`config.mk`:
```
export PLATFORM = sky130hd
export DESIGN_NAME = ibex_rvfi_trace_streamer_flat
export DESIGN_NICKNAME = d
export VERILOG_FILES = /design/src/rtl/ibex_rvfi_trace_streamer_if.sv /design/src/rtl/ibex_rvfi_trace_streamer.sv /design/src/flat_wrapper.sv
export SDC_FILE = /design/constraint.sdc
export NUM_CORES = 1
export LEC_CHECK = 0
export ABC_CLOCK_PERIOD_IN_PS = 13270
export CORE_MARGIN = 2
export CORE_UTILIZATION = 59
export CTS_BUF_LIST = sky130_fd_sc_hd__clkbuf_4 sky130_fd_sc_hd__clkbuf_8
export DETAILED_ROUTE_END_ITERATION = 8
export DONT_BUFFER_PORTS = 1
export GPL_TIMING_DRIVEN = 0
export PLACE_DENSITY = 0.75
export SKIP_LAST_GASP = 1
export SLEW_MARGIN = 20
export SYNTH_ARGS = -nofsm -noshare
export SYNTH_HDL_FRONTEND = slang
export SYNTH_SLANG_ARGS = --single-unit
export TNS_END_PERCENT = 20
```
`constraint.sdc`:
```
create_clock -name clk_i -period 13.27 [get_ports clk_i]
set_clock_uncertainty 0.2 [all_clocks]
set_input_delay 2.654 -clock clk_i [delete_from_list [all_inputs] [get_ports clk_i]]
set_output_delay 2.654 -clock clk_i [all_outputs]
set_load 0.05 [all_outputs]
```
`src/rtl/ibex_rvfi_trace_streamer_if.sv`:
```
// ibex_rvfi_trace_streamer_if: RVFI retirement bus plus the 32-bit trace word stream and status
interface ibex_rvfi_trace_streamer_if #(
    parameter int Depth = 8
);
    logic                   trace_en_i;
    logic                   rvfi_valid_i;
    logic [63:0]            rvfi_order_i;
    logic [31:0]            rvfi_insn_i;
    logic                   rvfi_trap_i;
    logic                   rvfi_halt_i;
    logic                   rvfi_intr_i;
    logic [1:0]             rvfi_mode_i;
    logic [4:0]             rvfi_rd_addr_i;
    logic [31:0]            rvfi_rd_wdata_i;
    logic [31:0]            rvfi_pc_rdata_i;
    logic [31:0]            rvfi_mem_addr_i;
    logic [3:0]             rvfi_mem_rmask_i;
    logic [3:0]             rvfi_mem_wmask_i;
    logic [31:0]            rvfi_mem_rdata_i;
    logic [31:0]            rvfi_mem_wdata_i;
    logic                   trace_valid_o;
    logic                   trace_ready_i;
    logic [31:0]            trace_data_o;
    logic                   trace_last_o;
    logic [$clog2(Depth):0] fifo_level_o;
    logic                   overflow_o;

    modport master (
        output trace_en_i, rvfi_valid_i, rvfi_order_i, rvfi_insn_i, rvfi_trap_i, rvfi_halt_i,
               rvfi_intr_i, rvfi_mode_i, rvfi_rd_addr_i, rvfi_rd_wdata_i, rvfi_pc_rdata_i,
               rvfi_mem_addr_i, rvfi_mem_rmask_i, rvfi_mem_wmask_i, rvfi_mem_rdata_i,
               rvfi_mem_wdata_i, trace_ready_i,
        input  trace_valid_o, trace_data_o, trace_last_o, fifo_level_o, overflow_o
    );

    modport slave (
        input  trace_en_i, rvfi_valid_i, rvfi_order_i, rvfi_insn_i, rvfi_trap_i, rvfi_halt_i,
               rvfi_intr_i, rvfi_mode_i, rvfi_rd_addr_i, rvfi_rd_wdata_i, rvfi_pc_rdata_i,
               rvfi_mem_addr_i, rvfi_mem_rmask_i, rvfi_mem_wmask_i, rvfi_mem_rdata_i,
               rvfi_mem_wdata_i, trace_ready_i,
        output trace_valid_o, trace_data_o, trace_last_o, fifo_level_o, overflow_o
    );
endinterface

```
`src/rtl/ibex_rvfi_trace_streamer.sv`:
```
// ibex_rvfi_trace_streamer: buffers RVFI retirements and streams them as 32-bit trace packets; IBEX_TRACE_STREAM_MEM_EN adds memory words
module ibex_rvfi_trace_streamer #(
    parameter int Depth    = 8,
    parameter int DropCntW = 8
) (
    input logic                       clk_i,
    input logic                       rst_i,
    ibex_rvfi_trace_streamer_if.slave bus
);
    localparam int AW = $clog2(Depth);
    localparam logic [AW:0] Full = (AW+1)'(Depth);

    typedef struct packed {
`ifdef IBEX_TRACE_STREAM_MEM_EN
        logic        has_mem;
        logic [31:0] maddr;
        logic [31:0] mdata;
`endif
        logic        trap;
        logic        intr;
        logic        halt;
        logic [1:0]  mode;
        logic [4:0]  rd;
        logic [8:0]  order;
        logic [31:0] pc;
        logic [31:0] insn;
        logic [31:0] wdata;
    } entry_t;

    typedef enum logic [2:0] {IDLE, HDR, PC, INSN, WDATA, MADDR, MDATA} state_t;

    state_t                state_q, state_d, done;
    entry_t                mem_q [Depth];
    entry_t                wr_e, head;
    logic [AW-1:0]         wr_ptr_q, rd_ptr_q;
    logic [AW:0]           level_q;
    logic [DropCntW-1:0]   drop_q, drop_d, drop_base, hdr_drop_q;
    logic                  overflow_q, valid, last, rdy, xfer, pop, push, push_req, drop, has_mem, more;
    logic [31:0]           data;
    logic                  unused_sink;

    assign rdy      = bus.trace_ready_i;
    assign push_req = bus.rvfi_valid_i & bus.trace_en_i;
    assign xfer     = valid & rdy;
    assign pop      = xfer & last;
    assign push     = push_req & (level_q < Full | pop);
    assign drop     = push_req & ~push;
    assign head     = mem_q[rd_ptr_q];
    // A packet ends with a pop, so the FIFO is non-empty afterwards iff it held more than one entry or a retirement arrives now.
    assign more     = level_q > (AW+1)'(1) || push_req;
    assign done     = more ? HDR : IDLE;

`ifdef IBEX_TRACE_STREAM_MEM_EN
    assign has_mem     = head.has_mem;
    assign unused_sink = ^bus.rvfi_order_i[63:9];
`else
    assign has_mem     = 1'b0;
    assign unused_sink = ^{bus.rvfi_order_i[63:9], bus.rvfi_mem_addr_i, bus.rvfi_mem_rmask_i,
                           bus.rvfi_mem_wmask_i, bus.rvfi_mem_rdata_i, bus.rvfi_mem_wdata_i};
`endif

    // Pack the incoming retirement into a FIFO entry.
    always_comb begin
        wr_e       = '0;
        wr_e.trap  = bus.rvfi_trap_i;
        wr_e.intr  = bus.rvfi_intr_i;
        wr_e.halt  = bus.rvfi_halt_i;
        wr_e.mode  = bus.rvfi_mode_i;
        wr_e.rd    = bus.rvfi_rd_addr_i;
        wr_e.order = bus.rvfi_order_i[8:0];
        wr_e.pc    = bus.rvfi_pc_rdata_i;
        wr_e.insn  = bus.rvfi_insn_i;
        wr_e.wdata = bus.rvfi_rd_wdata_i;
`ifdef IBEX_TRACE_STREAM_MEM_EN
        wr_e.has_mem = |(bus.rvfi_mem_rmask_i | bus.rvfi_mem_wmask_i);
        wr_e.maddr   = bus.rvfi_mem_addr_i;
        wr_e.mdata   = |bus.rvfi_mem_wmask_i ? bus.rvfi_mem_wdata_i : bus.rvfi_mem_rdata_i;
`endif
    end

    // Entry storage; contents need no reset since the level gates every read.
    always_ff @(posedge clk_i) begin
        if (push) mem_q[wr_ptr_q] <= wr_e;
    end

    // Packet sequencer: each state presents one word of the head entry and advances on transfer.
    always_comb begin
        state_d = state_q;
        valid   = 1'b1;
        data    = '0;
        last    = 1'b0;
        case (state_q)
            IDLE: begin
                valid   = 1'b0;
                state_d = push_req ? HDR : IDLE;
            end
            HDR: begin
                data    = {4'hA, head.trap, head.intr, head.halt, has_mem, 8'(hdr_drop_q), head.rd, head.mode, head.order};
                state_d = rdy ? PC : HDR;
            end
            PC: begin
                data    = head.pc;
                state_d = rdy ? INSN : PC;
            end
            INSN: begin
                data    = head.insn;
                last    = head.rd == 5'd0 && !has_mem;
                state_d = !rdy ? INSN : head.rd != 5'd0 ? WDATA : has_mem ? MADDR : done;
            end
            WDATA: begin
                data    = head.wdata;
                last    = !has_mem;
                state_d = !rdy ? WDATA : has_mem ? MADDR : done;
            end
`ifdef IBEX_TRACE_STREAM_MEM_EN
            MADDR: begin
                data    = head.maddr;
                state_d = rdy ? MDATA : MADDR;
            end
            MDATA: begin
                data    = head.mdata;
                last    = 1'b1;
                state_d = rdy ? done : MDATA;
            end
`endif
            default: begin
                valid   = 1'b0;
                state_d = IDLE;
            end
        endcase
    end

    // A header transfer retires the count it reported; drops seen while it stalled stay pending.
    always_comb begin
        drop_base = (xfer && state_q == HDR) ? drop_q - hdr_drop_q : drop_q;
        drop_d    = (drop && drop_base != '1) ? drop_base + DropCntW'(1) : drop_base;
    end

    // State, pointers, level and drop bookkeeping; the header count is frozen when a header is first presented.
    always_ff @(posedge clk_i or posedge rst_i) begin
        if (rst_i) begin
            state_q    <= IDLE;
            wr_ptr_q   <= '0;
            rd_ptr_q   <= '0;
            level_q    <= '0;
            drop_q     <= '0;
            hdr_drop_q <= '0;
            overflow_q <= 1'b0;
        end else begin
            state_q    <= state_d;
            level_q    <= level_q + (AW+1)'(push) - (AW+1)'(pop);
            drop_q     <= drop_d;
            overflow_q <= overflow_q | drop;
            if (push) wr_ptr_q <= wr_ptr_q + AW'(1);
            if (pop) rd_ptr_q <= rd_ptr_q + AW'(1);
            if (state_d == HDR && state_q != HDR) hdr_drop_q <= drop_d;
        end
    end

    assign bus.trace_valid_o = valid;
    assign bus.trace_data_o  = data;
    assign bus.trace_last_o  = last;
    assign bus.fifo_level_o  = level_q;
    assign bus.overflow_o    = overflow_q;
endmodule
```
`src/flat_wrapper.sv`:
```
// flat-port wrapper written by rule: the top's interface ports become plain ports
module ibex_rvfi_trace_streamer_flat 
#(
    parameter int Depth    = 8,
    parameter int DropCntW = 8
)
  (clk_i, rst_i, bus_trace_en_i, bus_rvfi_valid_i, bus_rvfi_order_i, bus_rvfi_insn_i, bus_rvfi_trap_i, bus_rvfi_halt_i, bus_rvfi_intr_i, bus_rvfi_mode_i, bus_rvfi_rd_addr_i, bus_rvfi_rd_wdata_i, bus_rvfi_pc_rdata_i, bus_rvfi_mem_addr_i, bus_rvfi_mem_rmask_i, bus_rvfi_mem_wmask_i, bus_rvfi_mem_rdata_i, bus_rvfi_mem_wdata_i, bus_trace_ready_i, bus_trace_valid_o, bus_trace_data_o, bus_trace_last_o, bus_fifo_level_o, bus_overflow_o);
  ibex_rvfi_trace_streamer_if #(.Depth(Depth)) bus_i ();
  input logic clk_i;
  input logic rst_i;
  input wire logic [$bits(bus_i.trace_en_i)-1:0] bus_trace_en_i;
  input wire logic [$bits(bus_i.rvfi_valid_i)-1:0] bus_rvfi_valid_i;
  input wire logic [$bits(bus_i.rvfi_order_i)-1:0] bus_rvfi_order_i;
  input wire logic [$bits(bus_i.rvfi_insn_i)-1:0] bus_rvfi_insn_i;
  input wire logic [$bits(bus_i.rvfi_trap_i)-1:0] bus_rvfi_trap_i;
  input wire logic [$bits(bus_i.rvfi_halt_i)-1:0] bus_rvfi_halt_i;
  input wire logic [$bits(bus_i.rvfi_intr_i)-1:0] bus_rvfi_intr_i;
  input wire logic [$bits(bus_i.rvfi_mode_i)-1:0] bus_rvfi_mode_i;
  input wire logic [$bits(bus_i.rvfi_rd_addr_i)-1:0] bus_rvfi_rd_addr_i;
  input wire logic [$bits(bus_i.rvfi_rd_wdata_i)-1:0] bus_rvfi_rd_wdata_i;
  input wire logic [$bits(bus_i.rvfi_pc_rdata_i)-1:0] bus_rvfi_pc_rdata_i;
  input wire logic [$bits(bus_i.rvfi_mem_addr_i)-1:0] bus_rvfi_mem_addr_i;
  input wire logic [$bits(bus_i.rvfi_mem_rmask_i)-1:0] bus_rvfi_mem_rmask_i;
  input wire logic [$bits(bus_i.rvfi_mem_wmask_i)-1:0] bus_rvfi_mem_wmask_i;
  input wire logic [$bits(bus_i.rvfi_mem_rdata_i)-1:0] bus_rvfi_mem_rdata_i;
  input wire logic [$bits(bus_i.rvfi_mem_wdata_i)-1:0] bus_rvfi_mem_wdata_i;
  input wire logic [$bits(bus_i.trace_ready_i)-1:0] bus_trace_ready_i;
  output wire logic [$bits(bus_i.trace_valid_o)-1:0] bus_trace_valid_o;
  output wire logic [$bits(bus_i.trace_data_o)-1:0] bus_trace_data_o;
  output wire logic [$bits(bus_i.trace_last_o)-1:0] bus_trace_last_o;
  output wire logic [$bits(bus_i.fifo_level_o)-1:0] bus_fifo_level_o;
  output wire logic [$bits(bus_i.overflow_o)-1:0] bus_overflow_o;
  assign bus_i.trace_en_i = bus_trace_en_i;
  assign bus_i.rvfi_valid_i = bus_rvfi_valid_i;
  assign bus_i.rvfi_order_i = bus_rvfi_order_i;
  assign bus_i.rvfi_insn_i = bus_rvfi_insn_i;
  assign bus_i.rvfi_trap_i = bus_rvfi_trap_i;
  assign bus_i.rvfi_halt_i = bus_rvfi_halt_i;
  assign bus_i.rvfi_intr_i = bus_rvfi_intr_i;
  assign bus_i.rvfi_mode_i = bus_rvfi_mode_i;
  assign bus_i.rvfi_rd_addr_i = bus_rvfi_rd_addr_i;
  assign bus_i.rvfi_rd_wdata_i = bus_rvfi_rd_wdata_i;
  assign bus_i.rvfi_pc_rdata_i = bus_rvfi_pc_rdata_i;
  assign bus_i.rvfi_mem_addr_i = bus_rvfi_mem_addr_i;
  assign bus_i.rvfi_mem_rmask_i = bus_rvfi_mem_rmask_i;
  assign bus_i.rvfi_mem_wmask_i = bus_rvfi_mem_wmask_i;
  assign bus_i.rvfi_mem_rdata_i = bus_rvfi_mem_rdata_i;
  assign bus_i.rvfi_mem_wdata_i = bus_rvfi_mem_wdata_i;
  assign bus_i.trace_ready_i = bus_trace_ready_i;
  assign bus_trace_valid_o = bus_i.trace_valid_o;
  assign bus_trace_data_o = bus_i.trace_data_o;
  assign bus_trace_last_o = bus_i.trace_last_o;
  assign bus_fifo_level_o = bus_i.fifo_level_o;
  assign bus_overflow_o = bus_i.overflow_o;
  ibex_rvfi_trace_streamer #(.Depth(Depth), .DropCntW(DropCntW)) u_core (.clk_i(clk_i), .rst_i(rst_i), .bus(bus_i));
endmodule
```
# --- Word-level counts from Yosys, hierarchy flattened ---
# Memory sizes are Yosys's and may differ from the RTL's.
# Index checks and enable logic that the tools add are counted.
totals:
  inputBits: 279
  output_inout_bits: 39
  elab_cells: 54
  ram_bits: 920
  memories: 1
  regBits: 30
classes:
  bitwise_logic: 8
  mux: 15
  addsub: 6
  order_cmp: 2
  reduce_logical: 8
  eq_ne: 7
memory_table:
  columns: ["name", "depth", "width", "read_ports", "rd_clocked_by_memory_dff", "write_ports", "line_no", "rtl"]
  rows:
  - ["u_core.mem_q", 8, 115, 1, 0, 1, "ibex_rvfi_trace_streamer.sv:33", "entry_t mem_q [Depth];"]
op_table:
  columns: ["operator", "n"]
  rows:
  - ["$pmux W32 S4", 1]
  - ["$mux W8", 2]
  - ["$pmux W3 S5", 1]
  - ["$mux W3", 3]
  - ["$add A8 B1 Y8 const B", 1]
  - ["$ne A8 B8 Y1 const B", 1]
  - ["$sub A8 B8 Y8", 1]
  - ["$add A3 B1 Y3 const B", 2]
  - ["$eq A3 B1 Y1 const B", 2]
  - ["$eq A3 B2 Y1 const B", 2]
  - ["$mux W1", 6]
  - ["$and A1 B1 Y1", 5]
  - ["$logic_not A5 Y1", 1]
  - ["$reduce_bool A5 Y1", 1]
  - ["$add A4 B1 Y4", 1]
  - ["$gt A4 B1 Y1 const B", 1]
  - ["$lt A4 B4 Y1 const B", 1]
  - ["$reduce_or A4 Y1", 1]
  - ["$sub A4 B1 Y4", 1]
  - ["$eq A3 B3 Y1 const B", 1]
  - ["$logic_and A1 B1 Y1", 3]
  - ["$logic_not A3 Y1", 1]
  - ["$ne A3 B1 Y1 const B", 1]
  - ["$mux W2", 1]
  - ["other kinds (4)", 5]

# --- Depth between registers and ports, before layout ---
logic_depth:
  ltp_word: 11
  depth_mapped: 14
  mapped_depth_nobuf: 12

# --- Least setup slack after synthesis ---
# Ideal clock, no wire load.
synth_path:
  path_type: "input to register"
  startpoint: "input bus_trace_ready_i"
  endpoint: "memory u_core.mem_q[0][0] (netlist name), enable pin"
  slack_ps: 912
  stages: 7
  setup_ps: 730
  t_arrival_ps: 11428
  path_buffers: 2
  required_ps: 12340
  cell_sequence: "buf_2 -> nand2_1 -> o31a_1 -> buf_6 -> a21oi_2 -> nand2b_1 -> nor3_1"
synth_between:
  elab_chain_cells: 6
synth_lines:
  columns: ["item", "line_no", "rtl"]
  rows:
  - ["start, declared", "flat_wrapper.sv:27", "input wire logic [$bits(bus_i.trace_ready_i)-1:0] bus_trace_ready_i;"]
  - ["$and A1 B1 Y1", "ibex_rvfi_trace_streamer.sv:44", "assign xfer = valid & rdy;"]
  - ["$and A1 B1 Y1", "ibex_rvfi_trace_streamer.sv:45", "assign pop = xfer & last;"]
  - ["$or A1 B1 Y1", "ibex_rvfi_trace_streamer.sv:46", "assign push = push_req & (level_q < Full | pop);"]
  - ["$and A1 B1 Y1", "ibex_rvfi_trace_streamer.sv:46", null]
  - ["named net u_core.push", "ibex_rvfi_trace_streamer.sv:38", "logic overflow_q, valid, last, rdy, xfer, pop, push, push_req, drop, has_mem, more;"]
  - ["$mux W1", "ibex_rvfi_trace_streamer.sv:83", "if (push) mem_q[wr_ptr_q] <= wr_e;"]
  - ["$mux W1 (implied by the code)", "ibex_rvfi_trace_streamer.sv:83", null]
  - ["end, declared", "ibex_rvfi_trace_streamer.sv:33", null]
# The timed path passes the listed nets, and every way through them passes these cells.

# --- Worst setup path in the final report ---
layout_path:
  startpoint: "register u_core.rd_ptr_q[1]"
  endpoint: "output bus_trace_data_o[26]"
layout_between:
  elab_chain_cells: 2
layout_lines:
  columns: ["item", "line_no", "rtl"]
  rows:
  - ["start, declared", "ibex_rvfi_trace_streamer.sv:35", "logic [AW-1:0] wr_ptr_q, rd_ptr_q;"]
  - ["start signal, assigned", "ibex_rvfi_trace_streamer.sv:155", "if (pop) rd_ptr_q <= rd_ptr_q + AW'(1);"]
  - ["$mem_v2 Z8 W115", null, null]
  - ["$pmux W32 S4", "ibex_rvfi_trace_streamer.sv:92", "case (state_q)"]
  - ["end, declared", "flat_wrapper.sv:29", "output wire logic [$bits(bus_i.trace_data_o)-1:0] bus_trace_data_o;"]
# No other way between the ends.

==> flow_metrics.tcl <==
set metrics [dict create \
    yosysTopAreaCell "edfxtp_1" \
    grt_pass1_vias 18570 \
    critPathLaunchType "flop" \
    arrival_ns 4.88 \
    holdWs_ns 0.3416 \
    synthArstFlopShare_pct 3.158 \
    ctsResizeCount 0 \
    drtIter0Drc 1985 \
    critPathKind "reg2out" \
    ys_types 58 \
    vias 17860 \
    hold_buffers 0 \
    ys_warn_count 0 \
    num_rows 91 \
    first_pass_iters 5 \
    wirelength_um 82440 \
    period_share_pct 58.31 \
    synth_simple_gate_area_share_pct 1.600 \
    ys_ff_latch 950 \
    clk_pin_slew_ns 0.06 \
    synth.avg_cell_area_um2 22.16 \
    fp.dieArea_um2 64710 \
    finalPower_uw 8716 \
    io_buffers 0 \
    grt_max_degree 31 \
    crit_top_cell "clkbuf_1" \
    irDropWorstVdd_v 0.0001167 \
    synthCells 1669 \
    hold_path.class "reg2reg" \
    p_leak_uw 0.01323 \
    crit_buf_inv 4 \
    fmax_ghz 0.1292 \
    synthAdderAreaFrac_pct 0.6495 \
    die_h_um 254.4 \
    die_x_um 254.4 \
    grt_first_pass_wirelength_um 120200 \
    synth-compound-area-share_pct 1.996 \
    cp-end-kind "output pin" \
    dp_hpwl_um 56040 \
    hold_viol_final 0 \
    areaGrowthSynthToFinish_pct 13.83 \
    antenna_found_initial 2 \
    synth_edf_count 920 \
    synthTopCellsByArea "edfxtp_1 (75%), mux4_2 (14%), mux2i_1 (3.2%)" \
    final_nets 2187 \
    drc 0 \
    gp_congestion 0.7626 \
    synth_top_family_by_area "multiplexers" \
    cts_made_buffers 147 \
    yosys.area_share.xor_xnor_pct 0.4026 \
    yosysSeqAreaShare_pct 76.73 \
    grt_util_all_layers_pct 26.40 \
    start_util_pct 59.82 \
    cts_sinks 950 \
    setup_viol 0 \
    cp_slowest_cell "clkbuf_1" \
    cts_tree "done" \
    critPathTopFamily "buffers and inverters" \
    viasPerCell 6.283 \
    maxCapViolCount 0 \
    slew_viol_final 0 \
    worstPathCellList "clkbuf_1 -> clkbuf_1 -> clkbuf_1 -> buf_1 -> mux4_2 -> mux2i_1 -> o22ai_1 -> or2_2" \
    synth_ff_type "edfxtp_1" \
    routedWlPerCell_um 29.01 \
    grt_overflow_total 0 \
    worstPathRequired_ns 10.42 \
    synth_nets 1966 \
    crit_path_max_incr_delay_ns 0.68 \
    pin_count 318 \
    clock_path_buffers 3 \
    synth_mux_area_share_pct 17.46 \
    power-per-cell-area_nw_per_um2 207.0 \
    insertion_delay_ns 0.80 \
    period_minus_slack_ns 7.737 \
    cts_setup_buffers 0 \
    cts_root_buf "clkbuf_8" \
    rsz0062_at_grt "false" \
    synth.top_cell.area_share_pct 74.70 \
    ant_nets 0 \
    tightest_slew_ns 1.099 \
    drive_gt1_share_pct 28.56 \
    cts_max_level 4 \
    status "finished, final reports clean" \
    slew_headroom_pct 26.28 \
    cp_max_fo 10 \
    core-area_um2 61830 \
    synth_area_um2 36990 \
]
[cells in the mapped netlist, types with 8 or more instances]
| library cell | n |
|---|---|
| a211o_1 | 8 |
| a21oi_1 | 14 |
| buf_1 | 42 |
| clkbuf_1 | 37 |
| dfrtp_1 | 30 |
| edfxtp_1 | 920 |
| ha_1 | 16 |
| inv_1 | 22 |
| mux2i_1 | 117 |
| mux4_2 | 230 |
| nand2_1 | 19 |
| nor2_1 | 30 |
| o22ai_1 | 50 |
| or2_2 | 20 |
| xnor2_1 | 10 |
[worst reg2reg max path, cell delays in order (launching register included)]
cell,delay [ns]
dfrtp_1,0.40
clkbuf_1,0.33
mux4_2,0.55
mux2i_1,0.30
nand2_1,0.29
o31a_1,0.36
buf_6,0.16
a21oi_2,0.31
nand2_1,0.29
nor3_2,0.44
buf_6,0.22
buf_6,0.15
buf_4,0.21
buf_4,0.22
buf_4,0.22
buf_4,0.20
[where the power goes]
part	internal, µW	switching [µW]	leakage (µW)
clock	1250	1090	0.00146
sequential	3490	95.5	0.00865
combinational	1070	1720	0.00311
[area by class of cell]
cell class                 instances  area [µm²]
tap                              837        1047
fill                            3686       19730
inverter                          22       82.58
antenna                            2       5.005
clock buffer                     192        2392
multi-input combinational        611        8243
clock inverter                    70       434.2
buffer                            86       355.3
timing repair buffer              72        1162
sequential                       950       28380
[worst paths after layout]
path,from,to,slack (ns),cells after the start
min in group asynchronous,rst_i,u_core.rd_ptr_q[1]$_DFFE_PP0P_,1.65,1
worst min-delay path,u_core.wr_ptr_q[0]$_DFFE_PP0P_,u_core.wr_ptr_q[0]$_DFFE_PP0P_,0.34,1
max in group asynchronous,rst_i,u_core.wr_ptr_q[2]$_DFFE_PP0P_,10.77,1
worst min register to register,u_core.wr_ptr_q[0]$_DFFE_PP0P_,u_core.wr_ptr_q[0]$_DFFE_PP0P_,0.34,1
worst max-delay path,u_core.rd_ptr_q[1]$_DFFE_PP0P_,bus_trace_data_o[26],5.53,8
worst max register to register,u_core.rd_ptr_q[1]$_DFFE_PP0P_,u_core.mem_q[1][70]$_DFFE_PP_,8.09,15
[routing by layer]
metal / routed length [µm] / part of all wire, % / track usage [%] / vias up
li1: - / - / - / 7485
met1: 31130 / 38 / 35.01 / 9383
met2: 40260 / 49 / 41.43 / 874
met3: 9210 / 11 / 9.829 / 111
met4: 1826 / 2.2 / 8.000 / 2
met5: 13 / 0.016 / 0 / -
[stage by stage]
stage               util, %  setup WS, ns  setup TNS (ns)  cell area [µm²]  instances
CTS                   68.08         5.432               0            42090       2840
floorplan                 -        0.9120               0            36990       1669
finish                68.09         5.533               0            42100       2842
global placement      61.52        -6.791        -2209.12            38030       2506
detailed placement    63.51         6.325               0            39260       2578
global route          68.09         5.337               0            42100       2841
[flip-flops by register name, summed over array words and instances, names as in the netlist]
signal	count
u_core.rd_ptr_q	3
u_core.drop_q	8
u_core.hdr_drop_q	8
u_core.wr_ptr_q	3
u_core.state_q	3
u_core.mem_q	920
u_core.bus.fifo_level_o	4
u_core.bus.overflow_o	1
[placed cells by master, fill, tap and decap left out, types with 8 or more instances in the layout]
master      instances
a211o_1             8
a21oi_1            14
buf_1              38
buf_12             21
buf_16             17
buf_4              29
buf_6               8
clkbuf_1           37
clkbuf_4           40
clkbuf_8          152
clkinv_1           44
clkinv_2           11
clkinvlp_4          8
dfrtp_1            30
edfxtp_1          920
ha_1               16
inv_1              21
mux2i_1           117
mux4_2            230
nand2_1            19
nor2_1             24
o22ai_1            50
or2_2              20
xnor2_1             9
[kinds of logic (layout without fill, tap and decap cells)]
family,Yosys count,in the layout
XOR/XNOR,17,17
flip-flops,950,950
other,0,2
adder cells (fa/ha/maj),18,18
AND/OR/NAND/NOR,110,110
multiplexers,356,356
buffers and inverters,108,442
AO/OA/AOI/OAI,110,110
No activity file was read; power rests on OpenSTA's default activity.
